==> src/rtl/fifo_rd_ecc_stage_if.sv <==
// Decoded-word valid/ready stream leaving the FIFO read ECC stage.
// The stage drives the master side; the consumer drives m_ready.
interface fifo_rd_ecc_stage_if;
    logic       m_valid;
    logic       m_ready;
    logic [7:0] m_data;
    logic       m_sbe;
    logic       m_dbe;

    modport master (
        output m_valid,
        output m_data,
        output m_sbe,
        output m_dbe,
        input  m_ready
    );

    modport slave (
        input  m_valid,
        input  m_data,
        input  m_sbe,
        input  m_dbe,
        output m_ready
    );
endinterface

==> src/rtl/fifo_rd_ecc_stage.sv <==
// Read-side stage after the 16-entry FIFO: prefetches, SECDED-decodes and skid-buffers words.
// Optional error statistics counters are built only when ECC_STATS_EN is defined.
module fifo_rd_ecc_stage #(
    parameter int CNT_W = 8
) (
    input  logic                 clk,
    input  logic                 rst_n,
    input  logic                 fifo_empty,
    output logic                 fifo_rd_en,
    input  logic [12:0]          mem_rd_data,
    fifo_rd_ecc_stage_if.master  m,
    input  logic                 cnt_clr,
    output logic [CNT_W-1:0]     sbe_cnt,
    output logic [CNT_W-1:0]     dbe_cnt
);

    typedef struct packed {
        logic [7:0] data;
        logic       sbe;
        logic       dbe;
    } ecc_word_t;

    function automatic logic parity_f(input logic [12:0] code);
        return ^code;
    endfunction

    function automatic logic [3:0] syndrome_f(input logic [12:0] code);
        logic [3:0] s;
        s = 4'd0;
        for (int i = 1; i <= 12; i++) begin
            if (code[i]) begin
                s = s ^ 4'(i);
            end else begin
                s = s;
            end
        end
        return s;
    endfunction

    // Syndrome 0 with odd parity means only the overall parity bit flipped.
    function automatic ecc_word_t decode_f(input logic [12:0] code);
        ecc_word_t  r;
        logic [3:0] s;
        logic       p;
        logic [12:0] fixed;
        s     = syndrome_f(code);
        p     = parity_f(code);
        fixed = code;
        r.sbe = 1'b0;
        r.dbe = 1'b0;
        if (p == 1'b1) begin
            if (s <= 4'd12) begin
                fixed = code ^ (13'd1 << s);
                r.sbe = 1'b1;
            end else begin
                r.dbe = 1'b1;
            end
        end else begin
            if (s != 4'd0) begin
                r.dbe = 1'b1;
            end else begin
                r.dbe = 1'b0;
            end
        end
        r.data = {fixed[12], fixed[11], fixed[10], fixed[9],
                  fixed[7],  fixed[6],  fixed[5],  fixed[3]};
        return r;
    endfunction

    logic [1:0] occ_r;
    logic       pend_r;
    logic       run_r;
    ecc_word_t  slot0_r;
    ecc_word_t  slot1_r;
    ecc_word_t  dec_s;
    logic [1:0] credit_s;
    logic       push_s;
    logic       pop_s;

    assign dec_s    = decode_f(mem_rd_data);
    assign credit_s = occ_r + {1'b0, pend_r};
    assign push_s   = pend_r;
    assign pop_s    = (occ_r != 2'd0) && m.m_ready;

    // Read request: credits cover buffered words plus the one in flight; held off until out of reset.
    always_comb begin
        fifo_rd_en = 1'b0;
        if (run_r && !fifo_empty && (credit_s < 2'd2)) begin
            fifo_rd_en = 1'b1;
        end else begin
            fifo_rd_en = 1'b0;
        end
    end

    // Read-issue tracking: pend marks memory data arriving next cycle.
    always_ff @(posedge clk or negedge rst_n) begin
        if (!rst_n) begin
            pend_r <= 1'b0;
            run_r  <= 1'b0;
        end else begin
            pend_r <= fifo_rd_en;
            run_r  <= 1'b1;
        end
    end

    // Two-entry in-order skid buffer; slot0 is always the head.
    always_ff @(posedge clk or negedge rst_n) begin
        if (!rst_n) begin
            occ_r   <= 2'd0;
            slot0_r <= '{data: 8'h00, sbe: 1'b0, dbe: 1'b0};
            slot1_r <= '{data: 8'h00, sbe: 1'b0, dbe: 1'b0};
        end else begin
            case ({push_s, pop_s})
                2'b10: begin
                    if (occ_r == 2'd0) begin
                        slot0_r <= dec_s;
                    end else begin
                        slot1_r <= dec_s;
                    end
                    occ_r <= occ_r + 2'd1;
                end
                2'b01: begin
                    slot0_r <= slot1_r;
                    occ_r   <= occ_r - 2'd1;
                end
                2'b11: begin
                    if (occ_r == 2'd1) begin
                        slot0_r <= dec_s;
                    end else begin
                        slot0_r <= slot1_r;
                        slot1_r <= dec_s;
                    end
                end
                default: begin
                    occ_r <= occ_r;
                end
            endcase
        end
    end

    assign m.m_valid = (occ_r != 2'd0);
    assign m.m_data  = slot0_r.data;
    assign m.m_sbe   = slot0_r.sbe;
    assign m.m_dbe   = slot0_r.dbe;

`ifdef ECC_STATS_EN
    logic [CNT_W-1:0] sbe_cnt_r;
    logic [CNT_W-1:0] dbe_cnt_r;

    // Saturating error counters; clear wins over a same-cycle increment.
    always_ff @(posedge clk or negedge rst_n) begin
        if (!rst_n) begin
            sbe_cnt_r <= {CNT_W{1'b0}};
            dbe_cnt_r <= {CNT_W{1'b0}};
        end else if (cnt_clr) begin
            sbe_cnt_r <= {CNT_W{1'b0}};
            dbe_cnt_r <= {CNT_W{1'b0}};
        end else begin
            if (pop_s && slot0_r.sbe && (sbe_cnt_r != {CNT_W{1'b1}})) begin
                sbe_cnt_r <= sbe_cnt_r + CNT_W'(1);
            end
            if (pop_s && slot0_r.dbe && (dbe_cnt_r != {CNT_W{1'b1}})) begin
                dbe_cnt_r <= dbe_cnt_r + CNT_W'(1);
            end
        end
    end

    assign sbe_cnt = sbe_cnt_r;
    assign dbe_cnt = dbe_cnt_r;
`else
    logic unused_cnt_clr_s;

    assign unused_cnt_clr_s = cnt_clr;
    assign sbe_cnt          = {CNT_W{1'b0}};
    assign dbe_cnt          = {CNT_W{1'b0}};
`endif

endmodule
==> src/flat_wrapper.sv <==
// flat-port wrapper written by rule: the top's interface ports become plain ports
module fifo_rd_ecc_stage_flat 
#(
    parameter int CNT_W = 8
)
  (clk, rst_n, fifo_empty, fifo_rd_en, mem_rd_data, cnt_clr, sbe_cnt, dbe_cnt, m_m_valid, m_m_data, m_m_sbe, m_m_dbe, m_m_ready);
  fifo_rd_ecc_stage_if m_i ();
  input  logic clk;
  input  logic rst_n;
  input  logic fifo_empty;
  output logic fifo_rd_en;
  input  logic [12:0] mem_rd_data;
  input  logic cnt_clr;
  output logic [CNT_W-1:0] sbe_cnt;
  output logic [CNT_W-1:0] dbe_cnt;
  output wire logic [$bits(m_i.m_valid)-1:0] m_m_valid;
  output wire logic [$bits(m_i.m_data)-1:0] m_m_data;
  output wire logic [$bits(m_i.m_sbe)-1:0] m_m_sbe;
  output wire logic [$bits(m_i.m_dbe)-1:0] m_m_dbe;
  input wire logic [$bits(m_i.m_ready)-1:0] m_m_ready;
  assign m_m_valid = m_i.m_valid;
  assign m_m_data = m_i.m_data;
  assign m_m_sbe = m_i.m_sbe;
  assign m_m_dbe = m_i.m_dbe;
  assign m_i.m_ready = m_m_ready;
  fifo_rd_ecc_stage #(.CNT_W(CNT_W)) u_core (.clk(clk), .rst_n(rst_n), .fifo_empty(fifo_empty), .fifo_rd_en(fifo_rd_en), .mem_rd_data(mem_rd_data), .m(m_i), .cnt_clr(cnt_clr), .sbe_cnt(sbe_cnt), .dbe_cnt(dbe_cnt));
endmodule
==> config.mk <==
export PLATFORM = sky130hd
export DESIGN_NAME = fifo_rd_ecc_stage_flat
export DESIGN_NICKNAME = d
export VERILOG_FILES = /design/src/rtl/fifo_rd_ecc_stage_if.sv /design/src/rtl/fifo_rd_ecc_stage.sv /design/src/flat_wrapper.sv
export SDC_FILE = /design/constraint.sdc
export NUM_CORES = 1
export LEC_CHECK = 0
export ABC_AREA = 1
export BUFFER_PORTS_ARGS = -buffer_cell sky130_fd_sc_hd__buf_2
export CAP_MARGIN = 20
export CORE_MARGIN = 5
export CORE_UTILIZATION = 60
export CTS_BUF_LIST = sky130_fd_sc_hd__clkbuf_4 sky130_fd_sc_hd__clkbuf_8
export CTS_CLUSTER_DIAMETER = 50
export DETAILED_ROUTE_END_ITERATION = 12
export GPL_TIMING_DRIVEN = 1
export PLACE_DENSITY = 0.94
export SETUP_SLACK_MARGIN = 0.5
export SLEW_MARGIN = 20
export SYNTH_ARGS = -nofsm -noshare
export SYNTH_HDL_FRONTEND = slang
export SYNTH_SLANG_ARGS = --single-unit
==> constraint.sdc <==
create_clock -name clk -period 2.7 [get_ports clk]
set_input_delay 0.27 -clock clk [delete_from_list [all_inputs] [get_ports clk]]
set_output_delay 0.27 -clock clk [all_outputs]
set_load 0.05 [all_outputs]
* Yosys cells after proc, flatten, opt, wreduce, memory -nomap -nowiden *
Cells that the tools add are included.

storage, ports and cells
  bits of input ports = 18
  output and inout bits = 28
  register bits = 24
  logic and storage cells = 74

cells by class
  mux-type cells = 27
  bitwise gates (word level) = 12
  equality and inequality tests = 7
  $add $sub $neg = 3
  order comparisons = 2
  reduce and logical (&&, ||, !) cells = 13
  shift operators = 1

operator list
  kind                                                   number
  two-way mux 10 bit                                     4
  case mux 10 bit (3 select lines)                       1
  two-way mux 13 bit                                     2
  two-way mux 4 bit                                      5
  case mux 10 bit (2 select lines)                       1
  XOR reduction 13 bit                                   1
  left shift 1 x 4 -> 13 bit, first input constant       1
  bitwise XOR 13 bit                                     1
  two-way mux 3 bit                                      4
  NOT 2 bit                                              6
  two-way mux 1 bit                                      7
  NOT 3 bit                                              2
  nonzero test 2 bit                                     3
  == test 2 x 1 -> 1 bit, second input constant          2
  == test 2 bit, second input constant                   2
  less-or-equal comparator 4 bit, second input constant  1
  two-way mux 2 bit                                      2
  inequality test 2 bit, second input constant           2
  case mux 2 bit (2 select lines)                        1
  nonzero test 4 bit                                     1
  logical AND 1 bit                                      3
  NOT 1 bit, first input constant                        3
  AND reduction 3 bit                                    1
  nonzero test 3 bit                                     1
  other kinds (8)                                        8

* Logic depth before layout (Yosys ltp) *
  word-level depth = 26
  gate-level depth with buffers = 16
  mapped depth without buffers = 16

* Worst setup path after synthesis *
No wires, ideal clock.

  path kind = register -> output
  start point = register u_core.occ_r[0]
  end point = output port fifo_rd_en
  arrival time = 1,899 ps
  data required time = 2,430 ps
  stages on the path, launching flop included = 5
  setup slack = 531 ps
  buffers on the path = 0
  path through = dfrtp_1 inv_1 o21ai_0 nand2_1 a311oi_1

between the ends
  longest elaborated chain between the ends = 4

ends and longest elaborated chain
  what                        line                      text
  from (decl)                 fifo_rd_ecc_stage.sv:70   logic [1:0] occ_r;
  from (signal assigned)      fifo_rd_ecc_stage.sv:120  occ_r <= occ_r + 2'd1;
  from (signal assigned)      fifo_rd_ecc_stage.sv:124  occ_r <= occ_r - 2'd1;
  from (signal assigned)      fifo_rd_ecc_stage.sv:135  occ_r <= occ_r;
  adder 2 x 1 -> 2 bit        fifo_rd_ecc_stage.sv:81   assign credit_s = occ_r + {1'b0, pend_r};
  less-than comparator 2 bit  fifo_rd_ecc_stage.sv:88   if (run_r && !fifo_empty && (credit_s < 2'd2)) begin
  logical AND 1 bit           fifo_rd_ecc_stage.sv:88
  two-way mux 1 bit           fifo_rd_ecc_stage.sv:88
  to (decl)                   flat_wrapper.sv:11        output logic fifo_rd_en;

Every way passes these cells.

* Worst setup path in the final report *
  start point = register u_core.occ_r[1]
  end point = register u_core.slot1_r[7] in the netlist's numbering

between the ends
  longest elaborated chain between the ends = 5
  elaborated cells on any way between the ends = 11
  classes of those cells = 5 x eq/ne; 1 x mux; 5 x reduce/logical

ends and longest elaborated chain
  what                                                                   line                      text
  nonzero test 2 bit                                                     fifo_rd_ecc_stage.sv:83   assign pop_s = (occ_r != 2'd0) && m.m_ready;
  logical AND 1 bit                                                      fifo_rd_ecc_stage.sv:83
  == test 2 bit                                                          fifo_rd_ecc_stage.sv:113  case ({push_s, pop_s})
  inequality test 2 bit (no line) or nonzero test 2 bit (tied branches)  -
  AND reduction 3 bit (no line)                                          -
  to (signal assigned)                                                   fifo_rd_ecc_stage.sv:111  slot1_r <= '{data: 8'h00, sbe: 1'b0, dbe: 1'b0};
  to (signal assigned)                                                   fifo_rd_ecc_stage.sv:118  slot1_r <= dec_s;
  to (signal assigned)                                                   fifo_rd_ecc_stage.sv:131  slot1_r <= dec_s;
  to (decl)                                                              fifo_rd_ecc_stage.sv:74   ecc_word_t slot1_r;

Parallel ways exist; a longest one is shown, timed or not.
A chain may end at the register's enable or synchronous reset.

==> results.yml <==
route:
  drt_iter0_drc: 121
  wirelength_um: 4311
  wire_per_inst_um: 11.81
  route.detailed.drc: 0
  vias: 1850
  antenna_left: 0
  drtPass1Iterations: 4
  viasPerCell: 5.068
timing:
  finalHoldViolCount: 0
  slew_headroom_pct: 65.88
  period_share_pct: 76.19
  tns_ns: 0
  max_freq_ghz: 0.4861
  fin_crit_ns: 2.057
  slew_violations: 0
  clock_skew_ns: 0.003080
  worst_pin_slew_ns: 0.5118
  rsz0062_at_grt: "false"
  setup_viol: 0
floorplan:
  coreArea_sq_mm: 0.003103
  start_util_pct: 63.79
  die_h_um: 67.44
  io_pins: 46
  rows: 20
  die-width_um: 67.44
  die-area_sq_mm: 0.004547
yosys:
  synth_top_flop_cell: "dfrtp_1"
  synth_cell_types: 28
  synth_edf_count: 0
  yosys.area_share.simple_pct: 37.61
  netlist_area_sq_mm: 0.001979
  synth_compound_area_share_pct: 10.62
  ys_seq_area_share_pct: 30.34
  synth_warnings: 0
  synthCells: 291
  avgSynthCellArea_sq_um: 6.802
  async_reset_ff_share_pct: 100.0
  synth-xor-area-share_pct: 3.097
  ys_ff_latch: 24
  muxShareOfSynthArea_pct: 0
  synth_top_family_by_area: "simple AND/OR/NAND/NOR gates"
  synth_fa_ha_area_share_pct: 3.161
clock_network:
  cts.path.max_buffers: 2
  numCtsBuffers: 3
  clk_pin_slew_ns: 0.13
  htreeDepth: 1
  clock-sinks: 24
  cts_root_buffer: "clkbuf_4"
  clk_latency_ns: 0.32
  cts_tree: "done"
place:
  io_buffers: 28
  dp.final_hpwl_um: 3270
  place_congestion: 0.8356
finish:
  layout-drive-gt1-share_pct: 25.23
  layout_commonest_cell: "nand2_1"
  antennaDiodeCount: 0
  final_nets: 345
  area_growth_pct: 9.419
  mostFrequentLayoutCells: "nand2_1, inv_1, buf_2"
  postLayoutCoreUtil_pct: 69.80
global_routing:
  grtUsageTotal_pct: 19.48
  first_global_vias: 1585
  overflow: 0
  grt_start_max_net_pins: 25
  antenna_found_initial: 0
  grt_pass1_wl_um: 6762
run_status:
  status: "finished, final reports clean"
worst_hold_path:
  holdCritPathClass: "in2reg"
power:
  power_density_mw_per_mm2: 928.4
  ir_drop_v: 0.0006061
  p_leak_nw: 1.159
critical_path:
  end_kind: "flip-flop"
  required_ns: 2.94
  start_kind: "flip-flop"
  worstSetupPathType: "reg2reg"
  arrival_ns: 2.30
  critical_path.max_fanout: 20
flow_run:
  maxCapViolCount: 0
[state kept, by name, indices dropped and copies added, names as in the netlist]
| name | flops |
|---|---|
| u_core.run_r | 1 |
| u_core.m.m_sbe | 1 |
| u_core.occ_r | 2 |
| u_core.m.m_data | 8 |
| u_core.slot1_r | 10 |
| u_core.pend_r | 1 |
| u_core.m.m_dbe | 1 |
[area by class of cell]
cell class              count  area, sq um
clock buffers               4        36.28
inverters                  40        150.1
repair buffers             32        175.2
multi-input cells         221         1149
well taps                  44        55.05
flip-flops and latches     24        600.6
fillers                   243        937.1
[critical path, cell delays in order (launching register included)]
cell,delay [ns]
dfrtp_1,0.43
inv_1,0.12
ha_1,0.15
inv_1,0.06
nand2_1,0.11
inv_1,0.08
ha_1,0.24
nand2_1,0.12
o21ai_0,0.09
a21oi_1,0.12
buf_4,0.24
nand3_1,0.12
o21ai_0,0.10
[metrics by stage]
step	instance area, sq um	cells	setup WS (ns)	hold slack [ns]	total power, W
final	2166	365	0.6429	0.1235	0.002011
after global routing	2166	365	0.5138	0.1093	0.002151
after CTS	2157	365	0.6479	0.1315	0.001996
after detailed placement	2111	360	0.7576	0.2691	0.001801
after global placement	2111	360	0.8350	0.2678	0.001755
after floorplan	2036	306	0.5310	-0.02559	0.001549
[cells by family after synthesis]
family,count (synthesis)
flip-flops,24
AND/OR/NAND/NOR,156
adder cells (fa/ha/maj),5
XOR/XNOR,7
other,2
AO/OA/AOI/OAI,36
buffers and inverters,61
[path summary, 6_finish.rpt]
check	slack [ns]	endpoint	cells after the start	start
worst max-delay path	0.64	u_core.slot1_r[7]$_DFFE_PN0P_	12	u_core.occ_r[1]$_DFFE_PN0P_
worst min-delay path	0.12	u_core.pend_r$_DFF_PN0_	2	fifo_empty
worst max register to register	0.64	u_core.slot1_r[7]$_DFFE_PN0P_	12	u_core.occ_r[1]$_DFFE_PN0P_
worst min register to register	0.53	u_core.m.m_data[4]$_DFFE_PN0P_	2	u_core.m.m_data[4]$_DFFE_PN0P_
max in group asynchronous	1.91	u_core.m.m_data[6]$_DFFE_PN0P_	2	rst_n
min in group asynchronous	0.45	u_core.slot1_r[4]$_DFFE_PN0P_	2	rst_n
[Yosys cell counts (2+ instances only)]
cell type | n | area share [%]
a21oi_1 | 6 | 1.5
a21oi_2 | 4 | 1.8
a31oi_1 | 3 | 0.95
buf_4 | 17 | 6.4
clkbuf_1 | 3 | 0.57
clkinv_1 | 2 | 0.38
conb_1 | 2 | 0.38
dfrtp_1 | 24 | 30
ha_1 | 5 | 3.2
inv_1 | 29 | 5.5
inv_2 | 9 | 1.7
nand2_1 | 81 | 15
nand2_2 | 20 | 6.3
nand2_4 | 3 | 1.7
nand3_1 | 26 | 6.6
nand4_1 | 4 | 1.3
nor2_1 | 14 | 2.7
nor2_4 | 4 | 2.3
o21ai_0 | 19 | 4.8
o21ai_2 | 2 | 0.89
or2_2 | 2 | 0.63
xnor2_1 | 4 | 1.8
xor2_1 | 3 | 1.3
[power breakdown]
| group | switching, W | internal (W) | total [W] | leakage [nW] |
|---|---|---|---|---|
| combinational | 0.000871 | 0.000340 | 0.00121 | 0.856 |
| sequential | 0.0000815 | 0.000526 | 0.000608 | 0.282 |
| clock | 0.000110 | 0.0000825 | 0.000192 | 0.0210 |
| total | 0.00106 | 0.000948 | 0.00201 | 1.16 |
[per-layer routing]
| metal | global-route usage (%) | wire, um | up-vias |
|---|---|---|---|
| li1 | - | - | 943 |
| met3 | 4.326 | 298 | 8 |
| met2 | 34.11 | 2160 | 68 |
| met4 | 5.316 | 67 | 0 |
| met5 | 0 | 0 | - |
| met1 | 23.99 | 1785 | 831 |
[what timing repair did]
| item | CTS | global route |
|---|---|---|
| resized for setup | 0 | 2 |
| setup buffers | 0 | 0 |
| hold endpoints to repair | 24 | 0 |
| hold buffers | 1 | 0 |
| endpoints found under the setup margin | 0 | 1 |
Note: power is estimated with default switching activity, not from simulation.
